`config.mk`:
```
export PLATFORM = sky130hd
export DESIGN_NAME = pfu_lut_pair_cfg_flat
export DESIGN_NICKNAME = d
export VERILOG_FILES = /design/src/rtl/pfu_lut_pair_cfg_if.sv /design/src/rtl/pfu_lut_pair_cfg.sv /design/src/flat_wrapper.sv
export SDC_FILE = /design/constraint.sdc
export NUM_CORES = 1
export LEC_CHECK = 0
export ABC_AREA = 1
export CORE_MARGIN = 2
export CORE_UTILIZATION = 60
export CTS_BUF_LIST = sky130_fd_sc_hd__clkbuf_4
export CTS_CLUSTER_DIAMETER = 50
export DETAILED_ROUTE_END_ITERATION = 16
export HOLD_SLACK_MARGIN = 0.05
export PLACE_DENSITY = 0.8
export SKIP_LAST_GASP = 1
export SLEW_MARGIN = 5
export SYNTH_ARGS = -nofsm -noshare
export SYNTH_HDL_FRONTEND = slang
export SYNTH_SLANG_ARGS = --single-unit
export TNS_END_PERCENT = 5
```
`constraint.sdc`:
```
create_clock -name CLK -period 1.8 [get_ports CLK]
set_input_delay 0.36 -clock CLK [delete_from_list [all_inputs] [get_ports CLK]]
set_output_delay 0.36 -clock CLK [all_outputs]
set_load 0.005 [all_outputs]
```
`src/rtl/pfu_lut_pair_cfg_if.sv`:
```
// rtl/pfu_lut_pair_cfg_if.sv - bit-serial LUT configuration port (optional CFG_DOUT under PFU_LUT_READBACK_EN)
interface pfu_lut_pair_cfg_if;
    logic CFG_START;
    logic CFG_ABORT;
    logic CFG_DIN;
    logic CFG_VALID;
    logic CFG_READY;
    logic CFG_DONE;
`ifdef PFU_LUT_READBACK_EN
    logic CFG_DOUT;

    modport master (
        output CFG_START, CFG_ABORT, CFG_DIN, CFG_VALID,
        input  CFG_READY, CFG_DONE, CFG_DOUT
    );
    modport slave (
        input  CFG_START, CFG_ABORT, CFG_DIN, CFG_VALID,
        output CFG_READY, CFG_DONE, CFG_DOUT
    );
`else
    modport master (
        output CFG_START, CFG_ABORT, CFG_DIN, CFG_VALID,
        input  CFG_READY, CFG_DONE
    );
    modport slave (
        input  CFG_START, CFG_ABORT, CFG_DIN, CFG_VALID,
        output CFG_READY, CFG_DONE
    );
`endif
endinterface

```
`src/rtl/pfu_lut_pair_cfg.sv`:
```
// rtl/pfu_lut_pair_cfg.sv - dual K-input LUT with serial reload and atomic commit (readback: PFU_LUT_READBACK_EN)
module pfu_lut_pair_cfg #(
    parameter int                   LUT_K  = 4,
    parameter logic [2**LUT_K-1:0]  INIT_A = '0,
    parameter logic [2**LUT_K-1:0]  INIT_B = '0
) (
    input  logic               CLK,
    input  logic               RSTN,
    input  logic [LUT_K-1:0]   LUT_IN,
    output logic               ALUT,
    output logic               BLUT,
    pfu_lut_pair_cfg_if.slave  cfg
);
    localparam int N = 2**LUT_K;
    localparam logic [LUT_K:0] LAST = (LUT_K+1)'(N-1);

    typedef enum logic [1:0] {IDLE, LOAD_A, LOAD_B, COMMIT} state_t;

    state_t             r_state;
    logic [LUT_K:0]     r_cnt;
    logic [N-1:0]       r_stg_a;
    logic [N-1:0]       r_stg_b;
    logic [N-1:0]       r_act_a;
    logic [N-1:0]       r_act_b;
    logic               r_alut;
    logic               r_blut;

    state_t             w_state_nxt;
    logic [LUT_K:0]     w_cnt_nxt;
    logic               w_ready;
    logic               w_done;
    logic               w_wr_a;
    logic               w_wr_b;
    logic               w_commit;
    logic [LUT_K-1:0]   w_idx;

    // cnt never exceeds N-1 while loading, so its low bits are the table index
    assign w_idx = r_cnt[LUT_K-1:0];

    // state and bit counter registers
    always_ff @(posedge CLK) begin
        if (!RSTN) begin
            r_state <= IDLE;
            r_cnt   <= '0;
        end else begin
            r_state <= w_state_nxt;
            r_cnt   <= w_cnt_nxt;
        end
    end

    // next-state, handshake and write strobes; abort takes priority over a final transfer
    always_comb begin
        w_state_nxt = r_state;
        w_cnt_nxt   = r_cnt;
        w_ready     = 1'b0;
        w_done      = 1'b0;
        w_wr_a      = 1'b0;
        w_wr_b      = 1'b0;
        w_commit    = 1'b0;
        case (r_state)
            IDLE: begin
                if (cfg.CFG_START) begin
                    w_state_nxt = LOAD_A;
                    w_cnt_nxt   = '0;
                end
            end
            LOAD_A: begin
                w_ready = 1'b1;
                if (cfg.CFG_ABORT) begin
                    w_state_nxt = IDLE;
                    w_cnt_nxt   = '0;
                end else if (cfg.CFG_VALID) begin
                    w_wr_a = 1'b1;
                    if (r_cnt == LAST) begin
                        w_state_nxt = LOAD_B;
                        w_cnt_nxt   = '0;
                    end else begin
                        w_cnt_nxt = r_cnt + 1'b1;
                    end
                end
            end
            LOAD_B: begin
                w_ready = 1'b1;
                if (cfg.CFG_ABORT) begin
                    w_state_nxt = IDLE;
                    w_cnt_nxt   = '0;
                end else if (cfg.CFG_VALID) begin
                    w_wr_b = 1'b1;
                    if (r_cnt == LAST) begin
                        w_state_nxt = COMMIT;
                        w_cnt_nxt   = '0;
                    end else begin
                        w_cnt_nxt = r_cnt + 1'b1;
                    end
                end
            end
            COMMIT: begin
                w_done      = 1'b1;
                w_commit    = 1'b1;
                w_state_nxt = IDLE;
            end
            default: begin
                w_state_nxt = IDLE;
                w_cnt_nxt   = '0;
            end
        endcase
    end

    // staging shift-in; contents only matter once a full load reaches COMMIT
    always_ff @(posedge CLK) begin
        if (!RSTN) begin
            r_stg_a <= '0;
            r_stg_b <= '0;
        end else begin
            if (w_wr_a) r_stg_a[w_idx] <= cfg.CFG_DIN;
            if (w_wr_b) r_stg_b[w_idx] <= cfg.CFG_DIN;
        end
    end

    // active tables swap together so the mux never sees A and B from different loads
    always_ff @(posedge CLK) begin
        if (!RSTN) begin
            r_act_a <= INIT_A;
            r_act_b <= INIT_B;
        end else if (w_commit) begin
            r_act_a <= r_stg_a;
            r_act_b <= r_stg_b;
        end
    end

    // registered LUT evaluation, every cycle regardless of load state
    always_ff @(posedge CLK) begin
        if (!RSTN) begin
            r_alut <= 1'b0;
            r_blut <= 1'b0;
        end else begin
            r_alut <= r_act_a[LUT_IN];
            r_blut <= r_act_b[LUT_IN];
        end
    end

    assign ALUT          = r_alut;
    assign BLUT          = r_blut;
    assign cfg.CFG_READY = w_ready;
    assign cfg.CFG_DONE  = w_done;

`ifdef PFU_LUT_READBACK_EN
    // readback of the outgoing table at the index currently being replaced
    always_comb begin
        cfg.CFG_DOUT = 1'b0;
        case (r_state)
            LOAD_A:  cfg.CFG_DOUT = r_act_a[w_idx];
            LOAD_B:  cfg.CFG_DOUT = r_act_b[w_idx];
            default: cfg.CFG_DOUT = 1'b0;
        endcase
    end
`endif
endmodule
```
`src/flat_wrapper.sv`:
```
// flat-port wrapper written by rule: the top's interface ports become plain ports
module pfu_lut_pair_cfg_flat 
#(
    parameter int                   LUT_K  = 4,
    parameter logic [2**LUT_K-1:0]  INIT_A = '0,
    parameter logic [2**LUT_K-1:0]  INIT_B = '0
)
  (CLK, RSTN, LUT_IN, ALUT, BLUT, cfg_CFG_START, cfg_CFG_ABORT, cfg_CFG_DIN, cfg_CFG_VALID, cfg_CFG_READY, cfg_CFG_DONE);
  pfu_lut_pair_cfg_if cfg_i ();
  input  logic CLK;
  input  logic RSTN;
  input  logic [LUT_K-1:0] LUT_IN;
  output logic ALUT;
  output logic BLUT;
  input wire logic [$bits(cfg_i.CFG_START)-1:0] cfg_CFG_START;
  input wire logic [$bits(cfg_i.CFG_ABORT)-1:0] cfg_CFG_ABORT;
  input wire logic [$bits(cfg_i.CFG_DIN)-1:0] cfg_CFG_DIN;
  input wire logic [$bits(cfg_i.CFG_VALID)-1:0] cfg_CFG_VALID;
  output wire logic [$bits(cfg_i.CFG_READY)-1:0] cfg_CFG_READY;
  output wire logic [$bits(cfg_i.CFG_DONE)-1:0] cfg_CFG_DONE;
  assign cfg_i.CFG_START = cfg_CFG_START;
  assign cfg_i.CFG_ABORT = cfg_CFG_ABORT;
  assign cfg_i.CFG_DIN = cfg_CFG_DIN;
  assign cfg_i.CFG_VALID = cfg_CFG_VALID;
  assign cfg_CFG_READY = cfg_i.CFG_READY;
  assign cfg_CFG_DONE = cfg_i.CFG_DONE;
  pfu_lut_pair_cfg #(.LUT_K(LUT_K), .INIT_A(INIT_A), .INIT_B(INIT_B)) u_core (.CLK(CLK), .RSTN(RSTN), .LUT_IN(LUT_IN), .ALUT(ALUT), .BLUT(BLUT), .cfg(cfg_i));
endmodule
```
Word level (Yosys, flattened, before mapping) --
Cells that the tools add are included.
Storage, ports and cells: register bits after elaboration 73, bits of input ports 10, output and inout bits 4, word-level logic and storage cells 55
Operators by class: $add $sub $neg 1, order comparisons 3, equality and inequality tests 10, mux-type cells 27, reductions and logical operators 6
Operator list (count):
- 16-bit bitwise mux | 2
- 5-bit two-way mux | 4
- 2-bit two-way mux | 7
- 4-bit by 5-bit < comparator with 1-bit output, second input constant | 2
- 5-bit one-hot mux with 2 select lines | 1
- 1-bit two-way mux | 9
- 1-bit binary-select mux with 4-bit select | 2
- 2-bit one-hot mux with 4 select lines | 1
- 3-bit by 2-bit inequality test with 1-bit output, second input constant | 2
- 3-bit inequality test, second input constant | 2
- 5-bit by 1-bit adder with 5-bit output, second input constant | 1
- 5-bit by 4-bit == test with 1-bit output, second input constant | 1
- 5-bit AND reduction | 1
- 1-bit demux with 4-bit select | 1
- 2-bit == test, second input constant | 2
- 4-bit by 1-bit >= comparator with 1-bit output, second input constant | 1
- 3-bit by 1-bit inequality test with 1-bit output, second input constant | 1
- 3-bit AND reduction | 1
- 2-bit by 1-bit == test with 1-bit output, second input constant | 1
- 2-bit zero test | 1
- 2-bit inequality test, second input constant | 1
- 2-bit nonzero test | 1
- 2-bit OR reduction | 1
- 1-bit logical AND | 1

Logic depth before layout (Yosys ltp) --
depth in word-level cells 5, mapped depth 9, gate-level depth less buffers 9

Worst setup path after synthesis --
Ideal clock, no wire load.
kind register to register, start register u_core.r_state[0], end register u_core.r_cnt[0], setup time 120 ps, data arrival time 1292 ps, required time 1680 ps, slack 389 ps, cell stages (with the launch flop) 9, period minus slack after synthesis 1411 ps, cells stage by stage dfxtp_1 inv_1 ha_1 nand2_1 nor2_1 nor2_2 inv_1 o21ai_2 a21oi_1
On the way: cells in the longest elaborated chain, start to end 4, elaborated cells on any way between the ends 9, classes of those cells 4 x eq/ne; 1 x mux; 4 x reduce/logical
Ends and longest elaborated chain:
- start: declaration | RTL line pfu_lut_pair_cfg.sv:19 | state_t r_state;
- start signal: assignment | RTL line pfu_lut_pair_cfg.sv:46 | r_state <= w_state_nxt;
- 2-bit by 1-bit == test with 1-bit output or 2-bit == test (tied branches) | RTL line pfu_lut_pair_cfg.sv:60 | case (r_state)
- 2-bit OR reduction (no source line)
- 3-bit by 1-bit inequality test with 1-bit output (no source line) or 2-bit nonzero test (tied branches)
- 3-bit AND reduction (no source line)
- end signal: assignment | RTL line pfu_lut_pair_cfg.sv:47 | r_cnt <= w_cnt_nxt;
- end: declaration | RTL line pfu_lut_pair_cfg.sv:20 | logic [LUT_K:0] r_cnt;
Parallel ways exist; a longest one is shown, timed or not. A chain may end at the register's enable or synchronous reset.

Worst setup path after layout --
start register u_core.r_state[1], end output port cfg_CFG_READY
On the way: cells in the longest elaborated chain, start to end 3, elaborated cells on any way between the ends 4, classes of those cells 2 x eq/ne; 1 x mux; 1 x reduce/logical
Ends and longest elaborated chain:
- 2-bit by 1-bit == test with 1-bit output or 2-bit == test (tied branches) | RTL line pfu_lut_pair_cfg.sv:60
- 2-bit OR reduction (no source line) (*)
- 1-bit two-way mux (*) | RTL line pfu_lut_pair_cfg.sv:60
- end: declaration | RTL line flat_wrapper.sv:19 | output wire logic [$bits(cfg_i.CFG_READY)-1:0] cfg_CFG_READY;
Every way passes the cells marked *; elsewhere a longest branch is shown, timed or not.

==> impl_metrics.json <==
{
  "detail_route.vias_per_cell": 5.58,
  "yosysSeqAreaShare_pct": 43.0,
  "clock_latency_ns": 0.42,
  "dr.first_iter.drc_count": 262,
  "finalWeightedCongestion": 0.798,
  "arrival_ns": 1.43,
  "holdWs_ns": 0.464,
  "finalCritPeriodShare_pct": 99.4,
  "nNetsFinal": 492,
  "final_cell_mix": "dfxtp_1 (71), a21oi_1 (66), o21ai_0 (59), inv_1 (58), nand3_1 (53)",
  "required_ns": 1.44,
  "die_w_um": 79.3,
  "core_um2": 5470,
  "row_count": 27,
  "fmax_mhz": 559,
  "synth_top_area_share_pct": 43.0,
  "numPortBuffers": 13,
  "cts_max_path_buffers": 2,
  "cts_buffers": 9,
  "yosys.area.top_type": "dfxtp_1",
  "die_area_um2": 6280,
  "critPathLaunchType": "flip-flop",
  "n_antenna_cell": 0,
  "synthCells": 460,
  "drc": 0,
  "cts_root_buf": "clkbuf_4",
  "cts_tree": "done",
  "yosys_register_bits": 73,
  "syn_area_um2": 3400,
  "grt.overflow.total": 0,
  "final_cells": 549,
  "worstSetupPathType": "flip-flop to primary output",
  "cts.sinks": 73,
  "ys_warn_count": 0,
  "antenna_left": 0,
  "skew_ns": 0.0177,
  "fillCellCount": 471,
  "synthTopCellsByArea": "dfxtp_1 (43%), a21oi_1 (9.7%), o21ai_0 (8.7%)",
  "htreeDepth": 3,
  "worst_slack_ns": 0.0102,
  "yosysUniqueCellTypes": 28,
  "fin_crit_ns": 1.79,
  "start_util_pct": 62.1,
  "postLayoutCellArea_um2": 3790,
  "syn_to_final_growth_pct": 11.4,
  "dr.pass1.iters": 5,
  "post-place-ws_ns": 0.0773,
  "maxSlewHeadroom_pct": 68.2,
  "finalHoldViolCount": 0,
  "multi_input_area_um2": 1560,
  "crit_fanout": 3,
  "antenna_found_initial": 0,
  "vias": 3062,
  "slew_viol_final": 0,
  "max_cap_violations": 0,
  "rsz0062_at_grt": "true",
  "clk_pin_slew_ns": 0.11,
  "outcome": "finished, final reports clean",
  "dp_cells": 531,
  "wl_per_cell_um": 13.7,
  "cts-hold-fix-buffers": 0,
  "drive_gt1_share_pct": 10.5,
  "grt_pass1_vias": 2768,
  "synth_nets": 479,
  "min_path_type": "flip-flop to flip-flop",
  "syn_area_per_cell_um2": 7.39,
  "dp_hpwl_mm": 5.10,
  "grt_max_degree": 63,
  "die-height_um": 79.3,
  "grt_pass1_wl_mm": 12.8,
  "max-vdd-ir-drop_mv": 0.802,
  "placed_area_um2": 3620,
  "final_common_cell": "dfxtp_1",
  "critPathCaptureType": "primary output",
  "wl_mm": 7.54,
  "io_pins": 14,
  "grt_use_total_pct": 25.9,
  "max_slew.worst_pin.slew_ns": 0.477,
  "power_density_nw_per_um2": 1060,
  "final-seq-area_um2": 1470,
  "leakagePower_nw": 1.57,
  "setup_viol": 0
}
==> cell families (layout without fill, tap and decap cells) <==
family / count (synthesis) / count (layout) / share of synthesized area (%)
compound gates: 128 / 128 / 19.4
flops: 73 / 73 / 43.0
fa+ha+maj: 9 / 9 / 3.31
simple gates: 159 / 159 / 22.8
buf+inv: 91 / 108 / 11.5
==> registers in the layout (all words and copies together), names as in the netlist <==
name            flops
u_core.r_stg_a     16
u_core.ALUT         1
u_core.r_stg_b     16
u_core.BLUT         1
u_core.r_cnt        5
u_core.r_state      2
u_core.r_act_a     16
u_core.r_act_b     16
==> synthesized netlist by cell type <==
master and n:
nand2_2 2, nor2_8 1, nor2_1 24, o21ai_4 1, a21oi_1 66, inv_1 58
ha_1 9, nor2_2 1, inv_2 4, inv_4 2, nand3_1 53, nor4_2 1
nor3_2 1, nor2_4 2, buf_4 2, nor3_1 13, buf_6 4, clkbuf_1 15
o21ai_2 1, a211oi_1 1, nand4_1 4, dfxtp_1 73, nand2_4 2, buf_2 4
o21ai_0 59, nand2_1 48, clkbuf_2 2, nor4_1 7
==> routing by layer <==
layer	global-route usage (%)	wire, um
met1	36.4	3630
met2	39.7	3310
met3	4.55	502
met4	9.83	102
met5	0	0
==> where the power goes <==
group | internal (mW) | switching (mW)
clock | 0.419 | 0.563
sequential | 1.80 | 0.0770
combinational | 0.442 | 0.719
==> layout make-up <==
type	instances	area share, %
Multi-Input combinational cell	296	41.2
Sequential cell	73	38.8
Timing Repair Buffer	29	7.96
Inverter	64	6.48
Tap cell	72	2.38
Clock buffer	10	1.98
Clock inverter	5	1.26
==> worst paths after layout <==
kind / startpoint / end / slack [ns] / cells past startpoint
setup / recovery: u_core.r_state[1] / cfg_CFG_READY / 0.01 / 3
setup reg to reg: u_core.r_state[1] / u_core.r_cnt[1] / 0.15 / 9
hold reg to reg: u_core.r_act_a[15] / u_core.r_act_a[15] / 0.46 / 2
hold / removal: u_core.r_act_a[15] / u_core.r_act_a[15] / 0.46 / 2
==> critical path: stages, from the launching register on <==
cell	delay [ns]
dfxtp_4	0.38
inv_1	0.07
ha_1	0.31
dlygate4sd2_1	0.27
==> metrics by stage <==
step / TNS [ns] / power [mW] / utilization (%)
6_report: 0 / 4.02 / 69.2
5_1_grt: -0.0399 / 4.26 / 69.2
4_1_cts: -0.0874 / 3.96 / 68.7
3_5_place_dp: 0 / 2.99 / 66.2
3_3_place_gp: 0 / 2.96 / 66.2
2_1_floorplan: 0 / 2.67 / -
==> repair_timing <==
item	CTS	global route
pin swaps	0	1
endpoints found under the setup margin	2	2
gates resized for setup	3	5
buffers inserted	2	1
(Power assumes the default switching activity.)
